===== src/rtl/gps_scenario_ctrl_if.sv =====
// Configuration write channel for the GPS scenario controller.
// Valid/ready handshake carrying one channel field per transfer.
interface gps_scenario_ctrl_if;
  logic        cfg_valid;
  logic        cfg_ready;
  logic [2:0]  cfg_sat;
  logic [1:0]  cfg_field;
  logic [31:0] cfg_data;

  modport master (
    output cfg_valid,
    output cfg_sat,
    output cfg_field,
    output cfg_data,
    input  cfg_ready
  );

  modport slave (
    input  cfg_valid,
    input  cfg_sat,
    input  cfg_field,
    input  cfg_data,
    output cfg_ready
  );
endinterface


===== src/rtl/gps_scenario_ctrl.sv =====
// GPS scenario controller: double-buffered per-channel parameters,
// epoch-aligned commit and per-epoch Doppler ramping.
module gps_scenario_ctrl #(
  parameter int NSAT = 4
) (
  input  logic                 clk,
  input  logic                 rst,
  gps_scenario_ctrl_if.slave   cfg,
  input  logic                 commit,
  input  logic                 stop,
  input  logic                 epoch_tick,
  output logic                 emu_enable,
  output logic [32*NSAT-1:0]   freq,
  output logic [16*NSAT-1:0]   gain,
  output logic [6*NSAT-1:0]    ca_sel,
  output logic                 pending,
  output logic                 cfg_err
);

  typedef enum logic [1:0] {
    IDLE,
    ARMED,
    APPLY
  } state_t;

  typedef struct packed {
    logic [31:0] freq;
    logic [15:0] gain;
    logic [5:0]  ca;
    logic [31:0] rate;
  } chan_t;

  state_t r_state;
  chan_t  r_sh  [NSAT];
  chan_t  r_act [NSAT];
  logic   r_emu;
  logic   r_pending;
  logic   r_ready;
  logic   r_err;

  logic w_wr;
  logic w_bad;
  logic w_ok;

  assign w_wr  = cfg.cfg_valid && r_ready;
  assign w_bad = ({1'b0, cfg.cfg_sat} >= 4'(NSAT))
              || (cfg.cfg_field == 2'd2
                  && cfg.cfg_data[5:0] > 6'd35);
  assign w_ok  = w_wr && !w_bad;

  assign cfg.cfg_ready = r_ready;
  assign emu_enable    = r_emu;
  assign pending       = r_pending;
  assign cfg_err       = r_err;

  for (genvar g = 0; g < NSAT; g++) begin : g_out
    assign freq[g*32 +: 32]  = r_act[g].freq;
    assign gain[g*16 +: 16]  = r_act[g].gain;
    assign ca_sel[g*6 +: 6]  = r_act[g].ca;
  end

  always_ff @(posedge clk or posedge rst) begin
    if (rst) begin
      r_state   <= IDLE;
      r_emu     <= 1'b0;
      r_pending <= 1'b0;
      r_ready   <= 1'b1;
      r_err     <= 1'b0;
      for (int i = 0; i < NSAT; i++) begin
        r_sh[i]  <= '0;
        r_act[i] <= '0;
      end
    end else begin
      r_err <= w_wr && w_bad;

      // Writes are only possible in IDLE, so they never race APPLY
      if (w_ok) begin
        for (int i = 0; i < NSAT; i++) begin
          if (3'(i) == cfg.cfg_sat) begin
            case (cfg.cfg_field)
              2'd0: r_sh[i].freq <= cfg.cfg_data;
              2'd1: r_sh[i].gain <= cfg.cfg_data[15:0];
              2'd2: r_sh[i].ca   <= cfg.cfg_data[5:0];
              default: r_sh[i].rate <= cfg.cfg_data;
            endcase
          end
        end
      end

      if (stop) begin
        r_state   <= IDLE;
        r_emu     <= 1'b0;
        r_pending <= 1'b0;
        r_ready   <= 1'b1;
      end else begin
        unique case (r_state)
          IDLE: begin
            if (commit) begin
              r_state   <= ARMED;
              r_pending <= 1'b1;
              r_ready   <= 1'b0;
            end else if (epoch_tick && r_emu) begin
              for (int i = 0; i < NSAT; i++) begin
                r_act[i].freq <= r_act[i].freq
                               + r_act[i].rate;
              end
            end
          end
          ARMED: begin
            // A stopped emulator has no epochs to align to
            if (epoch_tick || !r_emu) begin
              r_state <= APPLY;
            end
          end
          APPLY: begin
            for (int i = 0; i < NSAT; i++) begin
              r_act[i] <= r_sh[i];
            end
            r_emu     <= 1'b1;
            r_state   <= IDLE;
            r_pending <= 1'b0;
            r_ready   <= 1'b1;
          end
          default: begin
            r_state   <= IDLE;
            r_pending <= 1'b0;
            r_ready   <= 1'b1;
          end
        endcase
      end
    end
  end

endmodule

===== src/flat_wrapper.sv =====
// flat-port wrapper written by rule: the top's interface ports become plain ports
module gps_scenario_ctrl_flat 
#(
  parameter int NSAT = 4
)
  (clk, rst, commit, stop, epoch_tick, emu_enable, freq, gain, ca_sel, pending, cfg_err, cfg_cfg_valid, cfg_cfg_sat, cfg_cfg_field, cfg_cfg_data, cfg_cfg_ready);
  gps_scenario_ctrl_if cfg_i ();
  input  logic clk;
  input  logic rst;
  input  logic commit;
  input  logic stop;
  input  logic epoch_tick;
  output logic emu_enable;
  output logic [32*NSAT-1:0] freq;
  output logic [16*NSAT-1:0] gain;
  output logic [6*NSAT-1:0] ca_sel;
  output logic pending;
  output logic cfg_err;
  input wire logic [$bits(cfg_i.cfg_valid)-1:0] cfg_cfg_valid;
  input wire logic [$bits(cfg_i.cfg_sat)-1:0] cfg_cfg_sat;
  input wire logic [$bits(cfg_i.cfg_field)-1:0] cfg_cfg_field;
  input wire logic [$bits(cfg_i.cfg_data)-1:0] cfg_cfg_data;
  output wire logic [$bits(cfg_i.cfg_ready)-1:0] cfg_cfg_ready;
  assign cfg_i.cfg_valid = cfg_cfg_valid;
  assign cfg_i.cfg_sat = cfg_cfg_sat;
  assign cfg_i.cfg_field = cfg_cfg_field;
  assign cfg_i.cfg_data = cfg_cfg_data;
  assign cfg_cfg_ready = cfg_i.cfg_ready;
  gps_scenario_ctrl #(.NSAT(NSAT)) u_core (.clk(clk), .rst(rst), .cfg(cfg_i), .commit(commit), .stop(stop), .epoch_tick(epoch_tick), .emu_enable(emu_enable), .freq(freq), .gain(gain), .ca_sel(ca_sel), .pending(pending), .cfg_err(cfg_err));
endmodule

===== config.mk =====
export PLATFORM = sky130hd
export DESIGN_NAME = gps_scenario_ctrl_flat
export DESIGN_NICKNAME = d
export VERILOG_FILES = /design/src/rtl/gps_scenario_ctrl_if.sv /design/src/rtl/gps_scenario_ctrl.sv /design/src/flat_wrapper.sv
export SDC_FILE = /design/constraint.sdc
export NUM_CORES = 2
export LEC_CHECK = 0
export ABC_AREA = 1
export BUFFER_PORTS_ARGS = -buffer_cell sky130_fd_sc_hd__buf_2
export CAP_MARGIN = 20
export CORE_MARGIN = 10
export CORE_UTILIZATION = 35
export DETAILED_ROUTE_END_ITERATION = 10
export PLACE_DENSITY = 0.61
export RECOVER_POWER = 25
export SYNTH_ARGS = -nofsm -noshare
export SYNTH_HDL_FRONTEND = slang
export SYNTH_SLANG_ARGS = --single-unit

===== constraint.sdc =====
create_clock -name clk -period 31.2 [get_ports clk]
set_input_delay 3.12 -clock clk [delete_from_list [all_inputs] [get_ports clk]]
set_output_delay 3.12 -clock clk [all_outputs]
set_load 0.05 [all_outputs]

# [Word-level counts from Yosys, hierarchy flattened]
# Cells that the tools add are included.
[word_totals] register_bits=694 input_bits=43 elab_cells=116
[classes] n_addsub=4 order_cmp=2 eq_ne=12 mux=24 bitwise_logic=2 reduce_logical=35
[op_table] operator="2-to-1 mux 32 bit" count=8
[op_table] operator="one-hot mux 32 bit (2 select lines)" count=4
[op_table] operator="adder 32 bit" count=4
[op_table] operator="AND reduction 3 bit" count=16
[op_table] operator="== test 2 x 3 -> 1 bit (first input constant)" count=2
[op_table] operator="> comparator 6 bit (second input constant)" count=1
[op_table] operator="2-to-1 mux 1 bit" count=6
[op_table] operator="2-to-1 mux 2 bit" count=3
[op_table] operator="AND reduction 2 bit" count=3
[op_table] operator="logical AND 1 bit" count=5
[op_table] operator="== test 2 x 1 -> 1 bit (second input constant)" count=2
[op_table] operator="== test 2 bit (second input constant)" count=2
[op_table] operator="zero test 2 bit" count=2
[op_table] operator="inequality test 2 bit (second input constant)" count=2
[op_table] operator="one-hot mux 1 bit (2 select lines)" count=2
[op_table] operator="one-hot mux 2 bit (2 select lines)" count=1
[op_table] operator="AND reduction 4 bit" count=1
[op_table] operator="nonzero test 2 bit" count=2
[op_table] operator="== test 1 x 3 -> 1 bit (first input constant)" count=1
[op_table] operator="greater-or-equal comparator 3 bit (second input constant)" count=1
[op_table] operator="zero test 3 bit" count=1
[op_table] operator="inequality test 3 x 2 -> 1 bit (second input constant)" count=1
[op_table] operator="inequality test 3 bit (second input constant)" count=1
[op_table] operator="OR reduction 3 bit" count=1
[op_table] operator="4 further kinds" count=7

# [Depth between registers and ports, before layout]
[logic_depth] depth_word=6 depth_mapped=13 mapped_depth_nobuf=13

# [Worst setup path after synthesis]
# Ideal clock, no wire load.
[synth_path] path_type="in2reg" start="input port cfg_cfg_data[2]" end="register u_core.r_sh[172] in the netlist's numbering" arrival_time_ns=4.459 required_ns=31.074 setup_slack_ns=26.616 path_stages=10 n_path_buf=3 cell_sequence="buf_2 > inv_2 > nand3_1 > a31oi_1 > and2_1 > clkbuf_4 > nand3_4 > nor2_4 > buf_2 > o21ai_0"
[synth_between] elab_chain_cells=6
[synth_rtl] element="start, declared" line_no="flat_wrapper.sv:22" text="input wire logic [$bits(cfg_i.cfg_data)-1:0] cfg_cfg_data;"
[synth_rtl] element="> comparator 6 bit" line_no="gps_scenario_ctrl.sv:48" text="&& cfg.cfg_data[5:0] > 6'd35);"
[synth_rtl] element="logical AND 1 bit" line_no="gps_scenario_ctrl.sv:48"
[synth_rtl] element="logical OR 1 bit" line_no="gps_scenario_ctrl.sv:47" text="|| (cfg.cfg_field == 2'd2"
[synth_rtl] element="zero test 1 bit" line_no="gps_scenario_ctrl.sv:49" text="assign w_ok = w_wr && !w_bad;"
[synth_rtl] element="logical AND 1 bit" line_no="gps_scenario_ctrl.sv:49"
[synth_rtl] element="AND reduction 3 bit (no line)"
[synth_rtl] element="end, declared" line_no="gps_scenario_ctrl.sv:34" text="chan_t r_sh [NSAT];"
# No other way between the ends.
# A chain may end at the register's enable or synchronous reset.

==> results.ini <==
[timing]
fin_ws_ns=17.03
setup-violations-final=0
fmax_mhz=70.6
grt_setup_unrepaired=no
relSlewSlack_pct=-479
drv_slew=601
fin_crit_sh_pct=45.4
fin_crit_ns=14.17
finalSetupTns_ns=0
hold_viol=0
finClkSkew_ns=0.0269
tightest_slew_ns=8.69

[pwr]
powerDensity_nw_per_um2=110
switchingPower_mw=2.17
p_sw_share_pct=47.7
p_clk_share_pct=21.3
p_leak_nw=22.7
p_int_mw=2.38
vdd_ir_drop_max_uv=58.1
p_comb_share_pct=49.4
p_seq_share_pct=29.3
total_power_mw=4.55

[routing]
drt_iter0_drc=2475
vias_per_cell=4.76
drcViolationCount=0
wl_per_cell_um=18.4
first_pass_iters=6
ant_nets=0
wl_um=120000
routed-via-count=30985

[logic_synthesis]
synth_nets=5254
syn_inst=5083
synthArstFlopShare_pct=100
yosysSeqAreaShare_pct=45.9
syn_area_per_cell_um2=7.44
synth_edf_count=0
synth_flop_cell=dfrtp_1
synth_cell_types=36
synthesis.area_um2=37800
ys_ff_latch=694
synth_warnings=0

[finish]
multi_input_area_um2=15100
regArea_um2=17400
num-nets-final=5214
utilization_pct=38.6
drive_gt1_share_pct=8.83
antenna-diode-count=0
fillers=11275
fin_cells=6508
area_growth_syn_to_layout_pct=9.44

[place]
io_buffers=262
gp_congestion=0.914
placed_cells=6360
dp_hpwl_um=84300
dp_slack_ns=24.61

[hold_path]
hp-class=reg2reg
min_to=u_core.gain[57]
min-delay-start=u_core.gain[57]
hold-path-cell-count=2

[worst_setup_path]
required_ns=29.77
rr_startpoint=u_core.r_state[0]
cp.arrival_ns=12.74
rrSetupSlack_ns=26.48
r2r-end=u_core.ca_sel[9]
reg2regPathDepth=5
cp-start-kind=primary input
crit_path_max_fanout=165
path_class=in2async
worst_setup_path_end_kind=asynchronous set/reset pin

[grt]
grt_pass1_vias=30009
grt_max_degree=166
grt_pass1_wl_um=184000
grt.total_usage_pct=19.4
overflow=0
antenna_found_initial=11

[die]
fp.dieH_um=349
fp.coreArea_um2=107000
io_pins=263
start_util_pct=35.3
die_w_um=349
die_area_um2=122000
rows=120

[run_status]
violations=max-capacitance violations, max-slew violations
status=finished, violations left

[clock_network]
cts.sinks=694
holdBufCountCts=0
cts_setup_buffers=0
path_clk_slew_ns=0.06
cts_tree=done
htreeDepth=3
cts_made_buffers=79
insertion_delay_ns=0.65
cts-root-buf=clkbuf_16
cts.path.max_buffers=3
cts-resized-gates=0

[flow_run]
maxCapViolations=5

## kinds of logic after synthesis
kind of cell / share of synthesized area (%)
flops: 45.9
simple gates: 22.2
xor+xnor: 0.787
fa+ha+maj: 4.31
compound gates: 12.0
buf+inv: 14.2
mux: 0.536
## worst max-delay path by stage
stage          from  slack [ns]                end
2_1_floorplan   rst        8.62   u_core.ca_sel[0]
3_3_place_gp   stop       24.66   u_core.ca_sel[9]
3_5_place_dp   stop       24.61  u_core.ca_sel[22]
4_1_cts        stop       25.27   u_core.ca_sel[9]
5_1_grt         rst       14.67  u_core.r_act[113]
6_report        rst       17.03  u_core.r_act[112]
## cell usage after synthesis, drive strengths merged, types with 6 or more instances
cell type	count	area share, %
nand2	1652	16
a21oi	293	3.9
mux2	18	0.54
dfrtp	693	46
inv	771	7.6
o22a	6	0.14
xnor2	8	0.19
buf	284	5.3
o21ai	554	7.3
xor2	26	0.60
nor3	14	0.19
o21bai	12	0.24
clkbuf	128	1.3
nand3	182	2.5
a31oi	12	0.20
ha	124	4.1
a21o	7	0.14
nand4	12	0.20
nor2	267	2.8
## layout by cell type (no fill, tap or decap), types with 2 or more instances in the layout
cell type   Yosys  routed
clkinvlp_4      0       5
a21o_1          7       7
clkbuf_8        0      14
buf_2          50     258
nand4_1        12      12
o21ai_0       532     532
buf_8           0       3
mux2_2         18      18
buf_16          0       2
o21ai_1        22      22
o21a_1          2       2
or2_2           2       2
clkinv_2        0      13
nor2_1        260     255
nor3_1         14      14
inv_1         768     767
and2_1          4       4
o22a_1          6       6
inv_2           3       2
clkbuf_16       0      80
xor2_1         26      26
nand2_1      1651    1651
o31ai_1         3       3
dfrtp_1       693     693
nand3_1       179     179
ha_1          124     124
inv_6           0       4
nor2_4          7       8
nand3_2         2       2
nor2_2          0       4
a31oi_1        12      12
fa_1            4       4
nand3b_1        4       4
bufinv_16       0       9
a21oi_1       293     293
xnor2_1         8       8
buf_4         230      20
clkbuf_1      122      24
o21bai_1       12      12
## sequential cells by signal, summed over array words and instances, names as in the netlist
register and flops:
u_core.cfg_err 1, u_core.cfg.cfg_ready 1, u_core.ca_sel 24, u_core.r_sh 344
u_core.pending 1, u_core.freq 128, u_core.r_act 128, u_core.r_state 2
u_core.gain 64, u_core.emu_enable 1
## final cells by class
class / count / share of cell area [%]
well taps: 1403 / 4.24
flip-flops and latches: 694 / 41.9
multi-input cells: 3206 / 36.5
clock inverters: 31 / 1.01
repair buffers: 291 / 3.85
inverters: 771 / 7.00
clock buffers: 112 / 5.46
## through the flow
step	hold WS [ns]	area, µm²
global route	0.509	41400
floorplan	0.449	37800
CTS	0.483	41400
finish	0.478	41400
detailed placement	0.469	38700
global placement	0.464	38700
## worst max-delay path, cell delays in order
cell	delay [ns]
buf_2	0.10
clkinvlp_2	2.99
clkbuf_1	6.28
## power by group through the flow
| stage | registers [mW] | logic, mW | clock network (mW) |
|---|---|---|---|
| detailed placement | 1.34 | 2.24 | 0 |
| global placement | 1.34 | 2.23 | 0 |
| finish | 1.33 | 2.24 | 0.968 |
| floorplan | 1.27 | 1.84 | 0 |
| global route | 1.36 | 2.52 | 1.02 |
| CTS | 1.33 | 2.25 | 0.989 |
## layer usage
layer / wire length [µm] / GRT usage [%] / vias to the layer above
met5: 76 / 0 / -
met4: 3400 / 5.53 / 12
met3: 7440 / 4.28 / 167
met2: 54000 / 31.1 / 680
met1: 54600 / 26.1 / 14656
li1: - / - / 15470
No activity file was read; power rests on OpenSTA's default activity.
